<file path="src/rtl/pipe_adder_pkg.sv">
// Shared constants, issue-FSM state type and width helper for the adder scheduler.
package pipe_adder_pkg;

  localparam int DATA_W     = 8;
  localparam int MAX_STAGES = 3;

  typedef enum logic [1:0] {
    IDLE,
    ISSUE,
    WAIT_ACK,
    HOLD_C
  } issue_state_t;

  function automatic int clog2(input int value);
    int r;
    r = 0;
    while ((1 << r) < value) r++;
    return (r < 1) ? 1 : r;
  endfunction

endpackage

</file>
<file path="src/rtl/phase_sync.sv">
// Multi-flop synchronizer for one two-phase handshake wire; STAGES must be at least 2.
module phase_sync #(
  parameter int STAGES = 2
) (
  input  logic clk,
  input  logic rst,
  input  logic d,
  output logic q
);

  logic [STAGES-1:0] sync_q;

  always_ff @(posedge clk or posedge rst) begin
    if (rst) sync_q <= '0;
    else     sync_q <= {sync_q[STAGES-2:0], d};
  end

  assign q = sync_q[STAGES-1];

endmodule

</file>
<file path="src/rtl/pipe_adder_sched.sv">
// Round-robin front-end sharing one self-timed three-operand adder among N clocked requesters.
// state    | meaning
// IDLE     | may grant one requester; operands latched and tag pushed on the grant edge
// ISSUE    | operands settled for one clock; pipe_Rin toggles leaving this state
// WAIT_ACK | waiting for synchronized pipe_Ain to match pipe_Rin
// HOLD_C   | operands frozen while the adder picks up c one stage late
module pipe_adder_sched
  import pipe_adder_pkg::*;
#(
  parameter int N            = 4,
  parameter int IDW          = clog2(N),
  parameter int MAX_INFLIGHT = 3,
  parameter int SYNC_STAGES  = 2,
  parameter int C_HOLD_CYC   = 4
) (
  input  logic                clk,
  input  logic                rst,
  input  logic [N-1:0]        req_valid,
  output logic [N-1:0]        req_ready,
  input  logic [DATA_W*N-1:0] req_a,
  input  logic [DATA_W*N-1:0] req_b,
  input  logic [DATA_W*N-1:0] req_c,
  output logic                rsp_valid,
  input  logic                rsp_ready,
  output logic [IDW-1:0]      rsp_id,
  output logic [DATA_W-1:0]   rsp_sum,
  output logic [DATA_W-1:0]   pipe_a,
  output logic [DATA_W-1:0]   pipe_b,
  output logic [DATA_W-1:0]   pipe_c,
  output logic                pipe_Rin,
  input  logic                pipe_Ain,
  input  logic                pipe_Rout,
  output logic                pipe_Aout,
  input  logic [DATA_W-1:0]   pipe_out
);

  localparam int             HCW       = clog2(C_HOLD_CYC + 1);
  localparam logic [HCW-1:0] HOLD_LOAD = HCW'(C_HOLD_CYC);
  localparam logic [1:0]     INFL_MAX  = 2'(MAX_INFLIGHT);
  localparam int             TAG_DEPTH = MAX_STAGES + 1;

  issue_state_t   state_q, state_d;
  logic           rin_q, aout_q, ain_s, rout_s;
  logic [1:0]     inflight_q;
  logic [HCW-1:0] hold_q;
  logic [IDW-1:0] last_q, winner;
  logic           grant, push, pending, capture, issue_now;
  logic [IDW-1:0] tag_mem [TAG_DEPTH];
  logic [1:0]     wr_ptr, rd_ptr;
  logic [2:0]     tag_cnt;

  phase_sync #(.STAGES(SYNC_STAGES)) u_sync_ain (
    .clk (clk), .rst (rst), .d (pipe_Ain), .q (ain_s)
  );

  phase_sync #(.STAGES(SYNC_STAGES)) u_sync_rout (
    .clk (clk), .rst (rst), .d (pipe_Rout), .q (rout_s)
  );

  function automatic logic [IDW-1:0] rr_idx(input logic [IDW-1:0] base, input int k);
    return IDW'((int'(base) + k) % N);
  endfunction

  // search starts one past the previous winner so every requester gets a turn
  always_comb begin
    grant  = 1'b0;
    winner = '0;
    if (!rst && state_q == IDLE && inflight_q < INFL_MAX) begin
      for (int k = 1; k <= N; k++) begin
        if (!grant && req_valid[rr_idx(last_q, k)]) begin
          grant  = 1'b1;
          winner = rr_idx(last_q, k);
        end
      end
    end
  end

  assign req_ready = grant ? (N'(1) << winner) : '0;
  assign push      = grant;
  assign issue_now = (state_q == ISSUE);

  always_comb begin
    state_d = state_q;
    unique case (state_q)
      IDLE:     if (grant) state_d = ISSUE;
      ISSUE:    state_d = WAIT_ACK;
      WAIT_ACK: if (ain_s == rin_q) state_d = HOLD_C;
      HOLD_C:   if (hold_q == '0) state_d = IDLE;
      default:  state_d = IDLE;
    endcase
  end

  always_ff @(posedge clk or posedge rst) begin
    if (rst) begin
      state_q <= IDLE;
      rin_q   <= 1'b0;
      last_q  <= IDW'(N - 1);
      hold_q  <= '0;
      pipe_a  <= '0;
      pipe_b  <= '0;
      pipe_c  <= '0;
    end else begin
      state_q <= state_d;
      if (push) begin
        pipe_a <= req_a[winner*DATA_W +: DATA_W];
        pipe_b <= req_b[winner*DATA_W +: DATA_W];
        pipe_c <= req_c[winner*DATA_W +: DATA_W];
        last_q <= winner;
      end
      if (issue_now) rin_q <= ~rin_q;
      if (state_q == WAIT_ACK && ain_s == rin_q) hold_q <= HOLD_LOAD;
      else if (state_q == HOLD_C && hold_q != '0) hold_q <= hold_q - HCW'(1);
    end
  end

  assign pending = (rout_s != aout_q);
  assign capture = pending && (!rsp_valid || rsp_ready);

  always_ff @(posedge clk or posedge rst) begin
    if (rst) begin
      rsp_valid  <= 1'b0;
      rsp_sum    <= '0;
      rsp_id     <= '0;
      aout_q     <= 1'b0;
      inflight_q <= '0;
      wr_ptr     <= '0;
      rd_ptr     <= '0;
      tag_cnt    <= '0;
    end else begin
      if (capture) begin
        rsp_sum   <= pipe_out;
        rsp_id    <= tag_mem[rd_ptr];
        rsp_valid <= 1'b1;
        aout_q    <= ~aout_q;
      end else if (rsp_ready) begin
        rsp_valid <= 1'b0;
      end
      case ({issue_now, capture})
        2'b10:   inflight_q <= inflight_q + 2'd1;
        2'b01:   inflight_q <= inflight_q - 2'd1;
        default: inflight_q <= inflight_q;
      endcase
      if (push)    wr_ptr <= wr_ptr + 2'd1;
      if (capture) rd_ptr <= rd_ptr + 2'd1;
      case ({push, capture})
        2'b10:   tag_cnt <= tag_cnt + 3'd1;
        2'b01:   tag_cnt <= tag_cnt - 3'd1;
        default: tag_cnt <= tag_cnt;
      endcase
    end
  end

  always_ff @(posedge clk) begin
    if (push) tag_mem[wr_ptr] <= winner;
  end

  assign pipe_Rin  = rin_q;
  assign pipe_Aout = aout_q;

  // adder is FIFO-ordered, so a result can never arrive without a queued tag
  tag_underflow: assert property (@(posedge clk) disable iff (rst) !(pending && tag_cnt == '0));

endmodule

</file>
<file path="config.mk">
export PLATFORM = sky130hd
export DESIGN_NAME = pipe_adder_sched
export DESIGN_NICKNAME = d
export VERILOG_FILES = /design/src/rtl/pipe_adder_pkg.sv /design/src/rtl/phase_sync.sv /design/src/rtl/pipe_adder_sched.sv
export SDC_FILE = /design/constraint.sdc
export NUM_CORES = 1
export LEC_CHECK = 0
export BUFFER_PORTS_ARGS = -buffer_cell sky130_fd_sc_hd__buf_4
export CORE_MARGIN = 2
export CORE_UTILIZATION = 48
export CTS_CLUSTER_SIZE = 40
export DETAILED_ROUTE_END_ITERATION = 10
export PLACE_DENSITY = 0.88
export SLEW_MARGIN = 20
export SYNTH_ARGS = -nofsm -noshare
export SYNTH_HDL_FRONTEND = slang
export SYNTH_SLANG_ARGS = --single-unit
export TNS_END_PERCENT = 100
</file>
<file path="constraint.sdc">
create_clock -name clk -period 4.3 [get_ports clk]
set_input_delay 0.215 -clock clk [delete_from_list [all_inputs] [get_ports clk]]
set_output_delay 0.215 -clock clk [all_outputs]
set_load 0.005 [all_outputs]
</file>
==> metrics.csv <==
metric,value,unit
clock-sinks,62,
crit_buf_inv,2,
num_rows,30,
multiInputGateArea,1640,µm²
arrival,2.62,ns
critical_path.most_common_cell,buf_4,
seq_power_share,0.351,
start_kind,flop,
via_per_inst,5.38,
cp_max_fo,20,
layout-drive-gt1-share,0.425,
slew_viol_final,0,
cts_setup_buffers,0,
synthFlopType,dfrtp_1,
ys_seq_elements,62,
path_cells,"nand2b_1, and3_1, o32a_1, buf_4, nor2_1, nor3_1, buf_4",
cts_root_buffer,clkbuf_8,
synth_common_cells,"dfrtp_1 (52), o21ai_1 (19), a22o_1 (18), mux2i_1 (18), o22a_1 (18)",
grt_antenna_before_repair,0,
io-pin-count,154,
hpwl,6490,µm
port_buffers,153,
fmax,353,MHz
status,finished clean,
p_clk_frac,0.197,
hp-class,input pin to flop,
rsz0062_at_grt,no,
setup_viol,0,
tightest_slew,0.833,ns
syn_nets,423,
p_sw_frac,0.345,
synth_edf_count,8,
drt-initial-drc-count,128,
yosysWarningCount,0,
grt_overflow_total,0,
leakagePower,2.24,nW
fin_crit,2.83,ns
grt_use_total,0.234,
fp.dieH,87.8,µm
worstSetupPathType,flop to output pin,
power,2.84,mW
final.period_utilization,0.658,
post-synth-top-count-cell,dfrtp_1,
tritoncts,yes,
fp.coreArea,6790,µm²
cp_slowest_cell,dfstp_2,
dr.pass1.iters,4,
wire_per_inst,15.8,µm
syn_to_final_growth,43.9,%
required,4.09,ns
max_cap_violations,0,
ant_nets,0,
holdBufCountCts,3,
regArea,1590,µm²
yosysUniqueCellTypes,40,
ctsResizeCount,0,
synth_cells,298,
synth.area.top_cells,"dfrtp_1 (39%), edfxtp_1 (7.1%), mux2i_1 (5.3%)",
endpoint_kind,output pin,
yosys.area.top_type,dfrtp_1,
antenna_cells,0,
grt_pass1_wl,14000,µm
p_int,1.86,mW
cts_made_buffers,9,
ir_worst_vdd,0.308,mV
start_util,0.496,
die-area,7700,µm²
clk_pin_slew,0.07,ns
cp_top_family,simple AND/OR/NAND/NOR gates,
power_density,586,nW/µm²
synth_top_area_share,0.386,
fillers,512,
avgSynthCellArea,11.3,µm²
power_switching,980,µW
netlist_area,3370,µm²
cpPeakStageDelay,0.59,ns
fin_setup_tns,0,ns
hold_viol,0,
yosysSeqAreaShare,0.473,
gp_congestion,0.760,
drcViolationCount,0,
htreeDepth,3,
routed_wl,8760,µm
fin_skew,0.00672,ns
fin_nets,577,
async_reset_ff_frac,0.871,
grt_max_degree,51,
die_width,87.8,µm
num_vias,2974,
grt_pass1_vias,3154,
power_frac_comb,0.452,
maxSlewHeadroom,0.444,
cts_buffer_depth,2,
worstSkewPairLatency,0.33,ns
-- power by group through the flow --
stage,combinational [mW],sequential [mW],clock [mW]
floorplan,0.809,0.970,0
global placement,1.21,0.986,0
detailed placement,1.27,1.00,0
CTS,1.28,0.996,0.570
global route,1.41,1.02,0.593
finish,1.28,0.997,0.560
-- flip-flops by register name, indices dropped and copies added (netlist names) --
name / flops
rsp_valid: 1
u_sync_rout.sync_q: 2
pipe_a: 8
state_q: 2
rsp_sum: 8
rsp_id: 2
pipe_Rin: 1
hold_q: 3
pipe_b: 8
inflight_q: 2
rd_ptr: 2
pipe_Aout: 1
u_sync_ain.sync_q: 2
tag_mem: 8
last_q: 2
pipe_c: 8
wr_ptr: 2
-- final timing paths --
path / start / endpoint / slack [ns] / cells past startpoint
max: last_q[0] / req_ready[0] / 1.47 / 7
min: pipe_out[1] / rsp_sum[1] / 0.1 / 2
max reg2reg: state_q[1] / pipe_c[3] / 1.79 / 6
min reg2reg: u_sync_rout.sync_q[0] / u_sync_rout.sync_q[1] / 0.36 / 0
max in group asynchronous: rst / u_sync_rout.sync_q[0] / 3.01 / 4
min in group asynchronous: rst / pipe_a[1] / 0.48 / 3
-- cell usage in the layout (no fill, tap or decap), types with 3 or more instances in the layout --
cell	Yosys	layout
a22o_1	18	18
mux2i_1	18	18
nand2_1	13	13
a21oi_1	8	7
and2_1	7	7
nand3_1	9	9
dlygate4sd3_1	0	3
nor2_1	17	17
clkbuf_8	0	10
nand2b_1	5	5
buf_4	0	157
o21ai_1	19	19
a21oi_2	3	3
mux2_1	8	8
inv_1	12	11
ha_1	12	12
edfxtp_1	8	8
nor2b_1	3	3
xnor2_1	7	7
a221oi_1	7	7
o22a_1	18	18
nor3_1	3	3
dfrtp_1	52	52
xor2_1	3	3
mux2_2	10	10
-- kinds of logic after synthesis --
family,count (synthesis),synth area share
buffers and inverters,30,0.0442
muxes,38,0.127
AOI/OAI and AO/OA,85,0.197
and+or+nand+nor,61,0.0877
adders and majority gates,12,0.0446
xor gates and xnor gates,10,0.0260
DFF,62,0.473
-- through the flow --
step	cells	util	cell area [µm²]	hold WS [ns]	setup WS (ns)
2_1_floorplan	298	-	3370	0.246	1.40
3_3_place_gp	533	0.673	4570	0.276	1.82
3_5_place_dp	533	0.673	4570	0.285	1.71
4_1_cts	552	0.709	4820	0.0859	1.44
5_1_grt	553	0.713	4850	0.0934	1.33
6_report	553	0.713	4850	0.0981	1.47
-- cell type report --
type                            count  area share
Clock buffer                       12      0.0299
Timing Repair Buffer              161       0.255
Inverter                           12     0.00929
Clock inverter                      4      0.0145
Multi-Input combinational cell    206       0.338
Sequential cell                    62       0.329
Tap cell                           96      0.0248
-- metal layers --
layer  part of all wire  GRT usage  routed length (µm)  vias up
met3              0.073     0.0735                 639       20
met4              0.022     0.0881                 195        0
met2               0.54      0.423                4700      113
met5                  0          0                   0        -
met1               0.37      0.256                3220     1434
li1                   -          -                   -     1407
Power figures use the tool's default switching activity.
